===== config.mk =====
export PLATFORM = sky130hd
export DESIGN_NAME = jb_hs_ram_arbiter
export DESIGN_NICKNAME = d
export VERILOG_FILES = /design/src/rtl/jb_hs_ram_arbiter.sv
export SDC_FILE = /design/constraint.sdc
export NUM_CORES = 1
export LEC_CHECK = 0
export ABC_AREA = 0
export CELL_PAD_IN_SITES_DETAIL_PLACEMENT = 1
export CELL_PAD_IN_SITES_GLOBAL_PLACEMENT = 2
export CORE_MARGIN = 3
export CORE_UTILIZATION = 20
export CTS_CLUSTER_DIAMETER = 60
export DETAILED_ROUTE_END_ITERATION = 16
export HOLD_SLACK_MARGIN = 0.03
export PLACE_DENSITY = 0.83
export SLEW_MARGIN = 10
export SYNTH_ARGS = -nofsm -noshare
export SYNTH_HDL_FRONTEND = slang
export SYNTH_SLANG_ARGS = --single-unit

===== constraint.sdc =====
create_clock -name clk_49m -period 3.9 [get_ports clk_49m]
set_clock_uncertainty 0.15 [all_clocks]
set_input_delay 0.585 -clock clk_49m [delete_from_list [all_inputs] [get_ports clk_49m]]
set_output_delay 0.585 -clock clk_49m [all_outputs]
set_load 0.02 [all_outputs]

===== src/rtl/jb_hs_ram_arbiter.sv =====
// -----------------------------------------------------------------------------
// jb_hs_ram_arbiter
//
// Shares the Jailbreak work-RAM port between the main CPU and the hiscore
// engine. When hiscore asks for the bus, the CPU is paused (cpu_hold) and a
// few of its clock-enable strobes are allowed to go by so any cycle already
// in progress can finish. The RAM port is then handed to hiscore, which does
// single-byte read/write handshakes. Dropping the hiscore pause returns the
// port to the CPU.
//
// Optional feature macro: JB_HSARB_WATCHDOG_EN
//   When defined, an idle watchdog in OWN forces the port back to the CPU
//   after WDT_CYCLES cycles without a hiscore access. The arbiter then stays
//   idle until hs_pause has been seen low at least once.
//
// Parameters
//   AW          RAM address width
//   DW          RAM data width
//   DRAIN       cpu_cen strobes to let pass after cpu_hold rises
//   WDT_CYCLES  idle OWN cycles before forced release (watchdog build only)
//
// Ports
//   clk_49m              system clock
//   reset                synchronous reset, active-high
//   cpu_cen/cs/we        CPU clock enable, RAM select, write strobe
//   cpu_addr/din/dout    CPU address, write data, read data (= ram_dout)
//   hs_pause             hiscore bus-ownership request (level)
//   hs_req/we            hiscore access strobe (1 cycle), 1 = write
//   hs_addr/din/dout     hiscore address, write data, registered read data
//   hs_ack               access-done pulse, 2 cycles after hs_req
//   hs_grant             hiscore currently owns the RAM port
//   cpu_hold             CPU pause request
//   ram_addr/din/we      to the single-port RAM (read latency 1)
//   ram_dout             RAM read data
// -----------------------------------------------------------------------------
module jb_hs_ram_arbiter #(
  parameter int AW         = 12,
  parameter int DW         = 8,
  parameter int DRAIN      = 2,
  parameter int WDT_CYCLES = 4096
) (
  input  logic          clk_49m,
  input  logic          reset,
  input  logic          cpu_cen,
  input  logic          cpu_cs,
  input  logic          cpu_we,
  input  logic [AW-1:0] cpu_addr,
  input  logic [DW-1:0] cpu_din,
  output logic [DW-1:0] cpu_dout,
  input  logic          hs_pause,
  input  logic          hs_req,
  input  logic          hs_we,
  input  logic [AW-1:0] hs_addr,
  input  logic [DW-1:0] hs_din,
  output logic [DW-1:0] hs_dout,
  output logic          hs_ack,
  output logic          hs_grant,
  output logic          cpu_hold,
  output logic [AW-1:0] ram_addr,
  output logic [DW-1:0] ram_din,
  output logic          ram_we,
  input  logic [DW-1:0] ram_dout
);

  localparam logic [2:0] S_IDLE    = 3'd0;
  localparam logic [2:0] S_DRAIN   = 3'd1;
  localparam logic [2:0] S_OWN     = 3'd2;
  localparam logic [2:0] S_ACC     = 3'd3;
  localparam logic [2:0] S_RELEASE = 3'd4;

  localparam int             DCW        = (DRAIN < 2) ? 1 : $clog2(DRAIN + 1);
  localparam logic [DCW-1:0] DRAIN_LAST = DCW'(DRAIN - 1);

  logic [2:0]     state_q, state_d;
  logic [DCW-1:0] drain_cnt_q, drain_cnt_d;
  logic           cpu_hold_q, cpu_hold_d;
  logic           hs_grant_q, hs_grant_d;
  logic           hs_ack_q, hs_ack_d;
  logic [DW-1:0]  hs_dout_q, hs_dout_d;

  // Access captured on hs_req; data path only, so not reset.
  logic [AW-1:0]  acc_addr_q, acc_addr_d;
  logic [DW-1:0]  acc_din_q, acc_din_d;
  logic           acc_we_q, acc_we_d;

  logic           pause_ok;
  logic           wdt_fire;

`ifdef JB_HSARB_WATCHDOG_EN
  localparam logic [12:0] WDT_LAST = 13'(WDT_CYCLES - 1);

  logic [12:0] wdt_q, wdt_d;
  logic        wdt_block_q, wdt_block_d;
`endif

  assign cpu_dout = ram_dout;
  assign hs_dout  = hs_dout_q;
  assign hs_ack   = hs_ack_q;
  assign hs_grant = hs_grant_q;
  assign cpu_hold = cpu_hold_q;

  // RAM port mux. While hiscore owns the port the CPU write path is cut off
  // entirely. In OWN the live hiscore address is presented so a read issued
  // on hs_req has its data back one cycle later, in time to be registered
  // for the ack. Reset kills any write combinationally.
  always_comb begin
    if (hs_grant_q) begin
      ram_addr = (state_q == S_ACC) ? acc_addr_q : hs_addr;
      ram_din  = (state_q == S_ACC) ? acc_din_q  : hs_din;
      ram_we   = (state_q == S_ACC) & acc_we_q & ~reset;
    end else begin
      ram_addr = cpu_addr;
      ram_din  = cpu_din;
      ram_we   = cpu_cs & cpu_we & cpu_cen & ~reset;
    end
  end

  always_comb begin
    state_d     = state_q;
    drain_cnt_d = drain_cnt_q;
    cpu_hold_d  = cpu_hold_q;
    hs_grant_d  = hs_grant_q;
    hs_ack_d    = 1'b0;
    hs_dout_d   = hs_dout_q;
    acc_addr_d  = acc_addr_q;
    acc_din_d   = acc_din_q;
    acc_we_d    = acc_we_q;
    pause_ok    = hs_pause;
    wdt_fire    = 1'b0;

`ifdef JB_HSARB_WATCHDOG_EN
    // After a forced release, a new request is honoured only once hs_pause
    // has been low for at least one cycle.
    wdt_block_d = wdt_block_q & hs_pause;
    pause_ok    = hs_pause & ~wdt_block_q;
    wdt_fire    = (state_q == S_OWN) & ~hs_req & (wdt_q == WDT_LAST);
    case (state_q)
      S_OWN:   wdt_d = hs_req ? 13'd0 : wdt_q + 13'd1;
      S_ACC:   wdt_d = wdt_q;
      default: wdt_d = 13'd0;
    endcase
    if (wdt_fire && hs_pause) begin
      wdt_block_d = 1'b1;
    end
`endif

    case (state_q)
      S_IDLE: begin
        drain_cnt_d = '0;
        if (pause_ok) begin
          state_d    = S_DRAIN;
          cpu_hold_d = 1'b1;
        end
      end
      S_DRAIN: begin
        if (!hs_pause) begin
          state_d     = S_IDLE;
          cpu_hold_d  = 1'b0;
          drain_cnt_d = '0;
        end else if (cpu_cen) begin
          if (drain_cnt_q == DRAIN_LAST) begin
            state_d     = S_OWN;
            hs_grant_d  = 1'b1;
            drain_cnt_d = '0;
          end else begin
            drain_cnt_d = drain_cnt_q + 1'b1;
          end
        end
      end
      S_OWN: begin
        if (!hs_pause || wdt_fire) begin
          state_d    = S_RELEASE;
          hs_grant_d = 1'b0;
        end else if (hs_req) begin
          state_d    = S_ACC;
          acc_addr_d = hs_addr;
          acc_din_d  = hs_din;
          acc_we_d   = hs_we;
        end
      end
      S_ACC: begin
        // Single cycle: the write strobes here, or the read data launched
        // from OWN is captured. Either way the ack lands on the next cycle.
        state_d  = S_OWN;
        hs_ack_d = 1'b1;
        if (!acc_we_q) begin
          hs_dout_d = ram_dout;
        end
      end
      S_RELEASE: begin
        state_d    = S_IDLE;
        cpu_hold_d = 1'b0;
      end
      default: begin
        state_d    = S_IDLE;
        cpu_hold_d = 1'b0;
        hs_grant_d = 1'b0;
      end
    endcase
  end

  // Control state
  always_ff @(posedge clk_49m) begin
    if (reset) begin
      state_q     <= S_IDLE;
      drain_cnt_q <= '0;
      cpu_hold_q  <= 1'b0;
      hs_grant_q  <= 1'b0;
      hs_ack_q    <= 1'b0;
      hs_dout_q   <= '0;
`ifdef JB_HSARB_WATCHDOG_EN
      wdt_q       <= 13'd0;
      wdt_block_q <= 1'b0;
`endif
    end else begin
      state_q     <= state_d;
      drain_cnt_q <= drain_cnt_d;
      cpu_hold_q  <= cpu_hold_d;
      hs_grant_q  <= hs_grant_d;
      hs_ack_q    <= hs_ack_d;
      hs_dout_q   <= hs_dout_d;
`ifdef JB_HSARB_WATCHDOG_EN
      wdt_q       <= wdt_d;
      wdt_block_q <= wdt_block_d;
`endif
    end
  end

  // Captured access
  always_ff @(posedge clk_49m) begin
    acc_addr_q <= acc_addr_d;
    acc_din_q  <= acc_din_d;
    acc_we_q   <= acc_we_d;
  end

endmodule

Yosys cells after proc, flatten, opt, wreduce, memory -nomap -nowiden
Cells that the tools add are included.

word-level totals
  flip-flop bits (word level) = 37
  bits of input ports = 56
  logic and storage cells = 67

cells by class
  add/subtract/negate cells = 1
  equality and inequality tests = 14
  mux-type cells = 24
  bitwise logic cells = 9
  reduce and logical (&&, ||, !) cells = 10

operators by type and width
  operator                                                         number
  12-bit 2-to-1 mux                                                2
  3-bit 2-to-1 mux                                                 6
  8-bit 2-to-1 mux                                                 2
  2-bit inequality test, second input constant                     6
  3-bit one-hot mux with 4 select lines                            1
  3-bit inequality test, second input constant                     3
  1-bit 2-to-1 mux                                                 7
  3-bit by 2-bit == test with 1-bit output, second input constant  2
  2-bit 2-to-1 mux                                                 3
  1-bit one-hot mux with 3 select lines                            2
  3-bit AND reduction                                              2
  1-bit bitwise AND                                                5
  5-bit AND reduction                                              1
  1-bit inverter                                                   4
  2-bit one-hot mux with 2 select lines                            1
  2-bit AND reduction                                              2
  4-bit AND reduction                                              1
  3-bit by 1-bit == test with 1-bit output, second input constant  1
  3-bit == test, second input constant                             1
  3-bit zero test                                                  1
  3-bit OR reduction                                               1
  2-bit by 1-bit adder with 2-bit output, second input constant    1
  2-bit by 1-bit == test with 1-bit output, second input constant  1
  2-bit nonzero test                                               1
  2-bit OR reduction                                               1

Depth between registers and ports, before layout
  word-level depth = 5
  gate-level depth with buffers = 5
  mapped depth without buffers = 4

Worst setup path before layout
No wires, ideal clock.

  path type = input to register
  start = input hs_pause
  end = register acc_addr_q[0] (enable)
  arrival = 3.100 ns
  path slack = 0.189 ns
  stages on the path = 3
  path buffers = 1
  path through = buf_2 > nand2_1 > nor4b_1

on the way
  longest elaborated chain between the ends = 1

ends and longest elaborated chain
  element                               line  RTL
  start, declared                       50    input logic hs_pause,
  3-bit AND reduction (no source line)  n/a
  end signal, assigned                  231   acc_addr_q <= acc_addr_d;
  end, declared                         82    logic [AW-1:0] acc_addr_q, acc_addr_d;

Every way passes these cells.
A chain may end at the register's enable or synchronous reset.

Worst setup path after layout
  start = register state_q[0]
  end = output ram_we

on the way
  longest elaborated chain between the ends = 4

ends and longest elaborated chain
  element                                   line  RTL
  start, declared                           74    logic [2:0] state_q, state_d;
  start signal, assigned                    216   state_q <= state_d;
  3-bit by 2-bit == test with 1-bit output  110   ram_we = (state_q == S_ACC) & acc_we_q & ~reset;
  1-bit bitwise AND (2 in a row)            110
  1-bit 2-to-1 mux                          107   if (hs_grant_q) begin
  end, declared                             61    output logic ram_we,

Every way passes these cells.

==> Flow_metrics.wiki <==
{| class="wikitable"
! Metric !! Value
|-
| Width of the die || 102 um
|-
| Crit path launch type || flip-flop
|-
| Most used DFF post-synth || sky130_fd_sc_hd__edfxtp_1
|-
| Pin count of the biggest net entering global routing || 42
|-
| Cell with the most instances after synthesis || sky130_fd_sc_hd__a21oi_1
|-
| TNS Setup || 0 ns
|-
| Kind of capture point of the worst setup path || primary output
|-
| Clock Tree Buf Depth || 2
|-
| Effective utilization at floorplan || 20.9%
|-
| Worst hold path stage count || 2
|-
| Period Utilization, post-route || 83.0%
|-
| Netlist area before placement || 1850 um2
|-
| Top cell type's share of synthesized area || 34.2%
|-
| Wire length per cell || 13.5 um
|-
| Result of the run || completed
|-
| CP max stage delay || 0.62 ns
|-
| Synthesized instance count || 188
|-
| Antenna Diode Count || 0
|-
| Cts hold-fix bufs || 0
|-
| Final design area excluding fillers || 2900 um2
|-
| Count of instances resized after the clock tree is built || 0
|-
| Worst r2r src || state_q[0]
|-
| Number of warnings printed during yosys synthesis || 0
|-
| TritonCTS clock tree || yes
|-
| Final number of max-transition violations || 0
|-
| Pwr per Cell Area || 318 nW/um2
|-
| Minimum clock period || 3.24 ns
|-
| Cells taking the most area after synthesis || sky130_fd_sc_hd__edfxtp_1, sky130_fd_sc_hd__dfxtp_1, sky130_fd_sc_hd__mux2i_1, sky130_fd_sc_hd__a21oi_1, sky130_fd_sc_hd__nor2_1
|-
| Sink Count || 37
|-
| Gp weighted congestion || 0.688
|-
| Post-synth top cells || sky130_fd_sc_hd__a21oi_1, sky130_fd_sc_hd__nor2_1, sky130_fd_sc_hd__edfxtp_1, sky130_fd_sc_hd__mux2i_1, sky130_fd_sc_hd__dfxtp_1
|-
| Antenna Violating Nets Remaining || 0
|-
| Netlist cell types || 32
|-
| # fillers || 1,030
|-
| Post-detailed-routing wire length || 5110 um
|-
| Largest area contributor in the netlist || sky130_fd_sc_hd__edfxtp_1
|-
| Final total power || 922 uW
|-
| Hold Crit Start || drain_cnt_q[1]
|-
| Register Area || 951 um2
|-
| Height of the die || 102 um
|-
| Placeable core region || 8850 um2
|-
| Setup Fix Bufs, Post-CTS || 0
|-
| Smallest hold slack || 0.321 ns
|-
| Post-Place Cell Area || 2820 um2
|-
| Asr flop ratio synth || 0%
|-
| Total routing resource utilization after global routing || 9.60%
|-
| Pre-Repair DR Iteration Count || 4
|-
| Portion of the post-synthesis area used by sequential elements || 51.5%
|-
| Total count of hold-check failures in the final report || 0
|-
| H-tree depth || 2
|-
| Slew margin rel. || 65.7%
|-
| Data arrival time of the critical path || 2.50 ns
|-
| RSZ-0062 raised after global routing || false
|-
| Wire length of the first global-routing pass || 8010 um
|-
| Transition time at the pin with the least slew margin || 0.515 ns
|-
| Number of global-route vias before repair || 1,690
|-
| Number of top-level design ports || 96
|-
| Worst path required time || 3.16 ns
|-
| Share of layout cells above drive strength 1 || 4.44%
|-
| Finish-stage setup viols || 0
|-
| Cell with the largest stage delay on the worst path || sky130_fd_sc_hd__dfxtp_1
|-
| Count of flip-flops with a built-in enable after synthesis || 21
|-
| Crit-path max FO || 31
|-
| Remaining global-route overflow || 0
|-
| Startpoint-to-endpoint class of the critical path || flip-flop to primary output
|-
| Total of max-cap violations || 0
|-
| Average footprint of a synthesized cell || 9.82 um2
|-
| Quantity of I/O buffers inserted on ports || 95
|-
| Area used by multi-input combinational logic || 759 um2
|-
| Source-to-sink clock delay at the later pin of the worst-skew pair || 0.28 ns
|-
| Via-per-instance ratio || 4.42
|-
| Final Net Count || 326
|-
| List of cells traversed by the critical path || nand3b_4 > o22a_1 > nor2_1 > clkdlybuf4s50_1
|-
| Row Count || 34
|-
| Count of unresolved DRC violations after routing || 0
|-
| Number of vias in the routed layout || 1,672
|-
| Die Outline Area || 10,400 um2
|-
| R2R cell count || 4
|-
| Peak supply drop || 0.107 mV
|-
| Clock edge transition at the registers on the reported setup and hold paths || 0.07 ns
|-
| Leakage power total || 0.00116 uW
|-
| Total of flip-flops plus latches after synthesis || 37
|-
| Post-Syn Nets || 244
|-
| Crit path launch || state_q[0]
|-
| Initial antenna violation count || 0
|-
| Setup slack after placement || 0.960 ns
|-
| Maximum clock frequency || 0.309 GHz
|-
| Final worst slack || 0.662 ns
|-
| Root buf cell || sky130_fd_sc_hd__clkbuf_8
|-
| Iteration-0 DRC Markers || 14
|-
| Number of buffers added by the clock tree synthesis step || 5
|-
| HPWL reported at the end of detailed placement || 3830 um
|-
| Area growth from synthesis to final layout || 57.1%
|-
| Class of the tightest hold or removal check || flip-flop to flip-flop
|}
==> metrics by stage <==
step | utilization [%] | std cells
finish | 32.8 | 378
global route | 32.8 | 378
CTS | 32.8 | 378
detailed placement | 31.9 | 371
global placement | 31.9 | 371
floorplan | - | 188
==> placed cells by master, fill, tap and decap left out, types with 2 or more instances in the layout <==
master and instances:
sky130_fd_sc_hd__a21oi_1 33, sky130_fd_sc_hd__buf_4 3, sky130_fd_sc_hd__clkbuf_8 5, sky130_fd_sc_hd__clkdlybuf4s50_1 95, sky130_fd_sc_hd__dfxtp_1 16, sky130_fd_sc_hd__edfxtp_1 21
sky130_fd_sc_hd__mux2i_1 21, sky130_fd_sc_hd__nand2_1 11, sky130_fd_sc_hd__nand2b_1 2, sky130_fd_sc_hd__nand3_1 2, sky130_fd_sc_hd__nor2_1 28, sky130_fd_sc_hd__nor2b_1 2
sky130_fd_sc_hd__o21ai_0 9, sky130_fd_sc_hd__or4_1 2
==> layout make-up <==
type                    count  share of cell area, %
clock buffers               6                   2.50
clock inverters             1                  0.129
inverters                   1                  0.129
multi-input cells         127                   26.2
flip-flops and latches     37                   32.8
well taps                 108                   4.66
repair buffers             98                   33.6
==> state kept, by name (all words and copies together), names as in the netlist <==
register	flops
acc_we_q	1
acc_addr_q	12
drain_cnt_q	2
state_q	3
hs_grant	1
hs_ack	1
hs_dout	8
cpu_hold	1
acc_din_q	8
==> kinds of logic (layout without fill, tap and decap cells) <==
kind of cell | after synthesis | count (layout) | share of synthesized area, %
compound gates | 48 | 48 | 13.8
buf+inv | 24 | 106 | 7.66
flops | 37 | 37 | 51.5
mux | 21 | 21 | 11.4
simple gates | 58 | 58 | 15.7
==> per-layer routing <==
layer | GRT usage, % | share of wire [%] | wire [um]
met3 | 3.41 | 6.9 | 354
met4 | 2.42 | 0.86 | 44
met1 | 11.6 | 44 | 2240
met5 | 0 | 0 | 0
met2 | 16.3 | 48 | 2480
==> worst paths after layout <==
check / endpoint / slack, ns
max reg2reg: hs_dout[4] / 1.83
min: drain_cnt_q[1] / 0.32
max: ram_we / 0.66
min reg2reg: drain_cnt_q[1] / 0.32
==> where the power goes <==
group          total, uW  switching, uW  internal (uW)
sequential           456           28.0            428
combinational        220           96.3            124
clock                245            125            120
total                922            249            672
==> worst max-delay path: cells and delay by family, from the launching register on <==
family / cells / cell delay [ns]
buf+inv: 1 / 0.61
simple gates: 2 / 0.60
flops: 1 / 0.62
compound gates: 1 / 0.36
(Power assumes the default switching activity.)
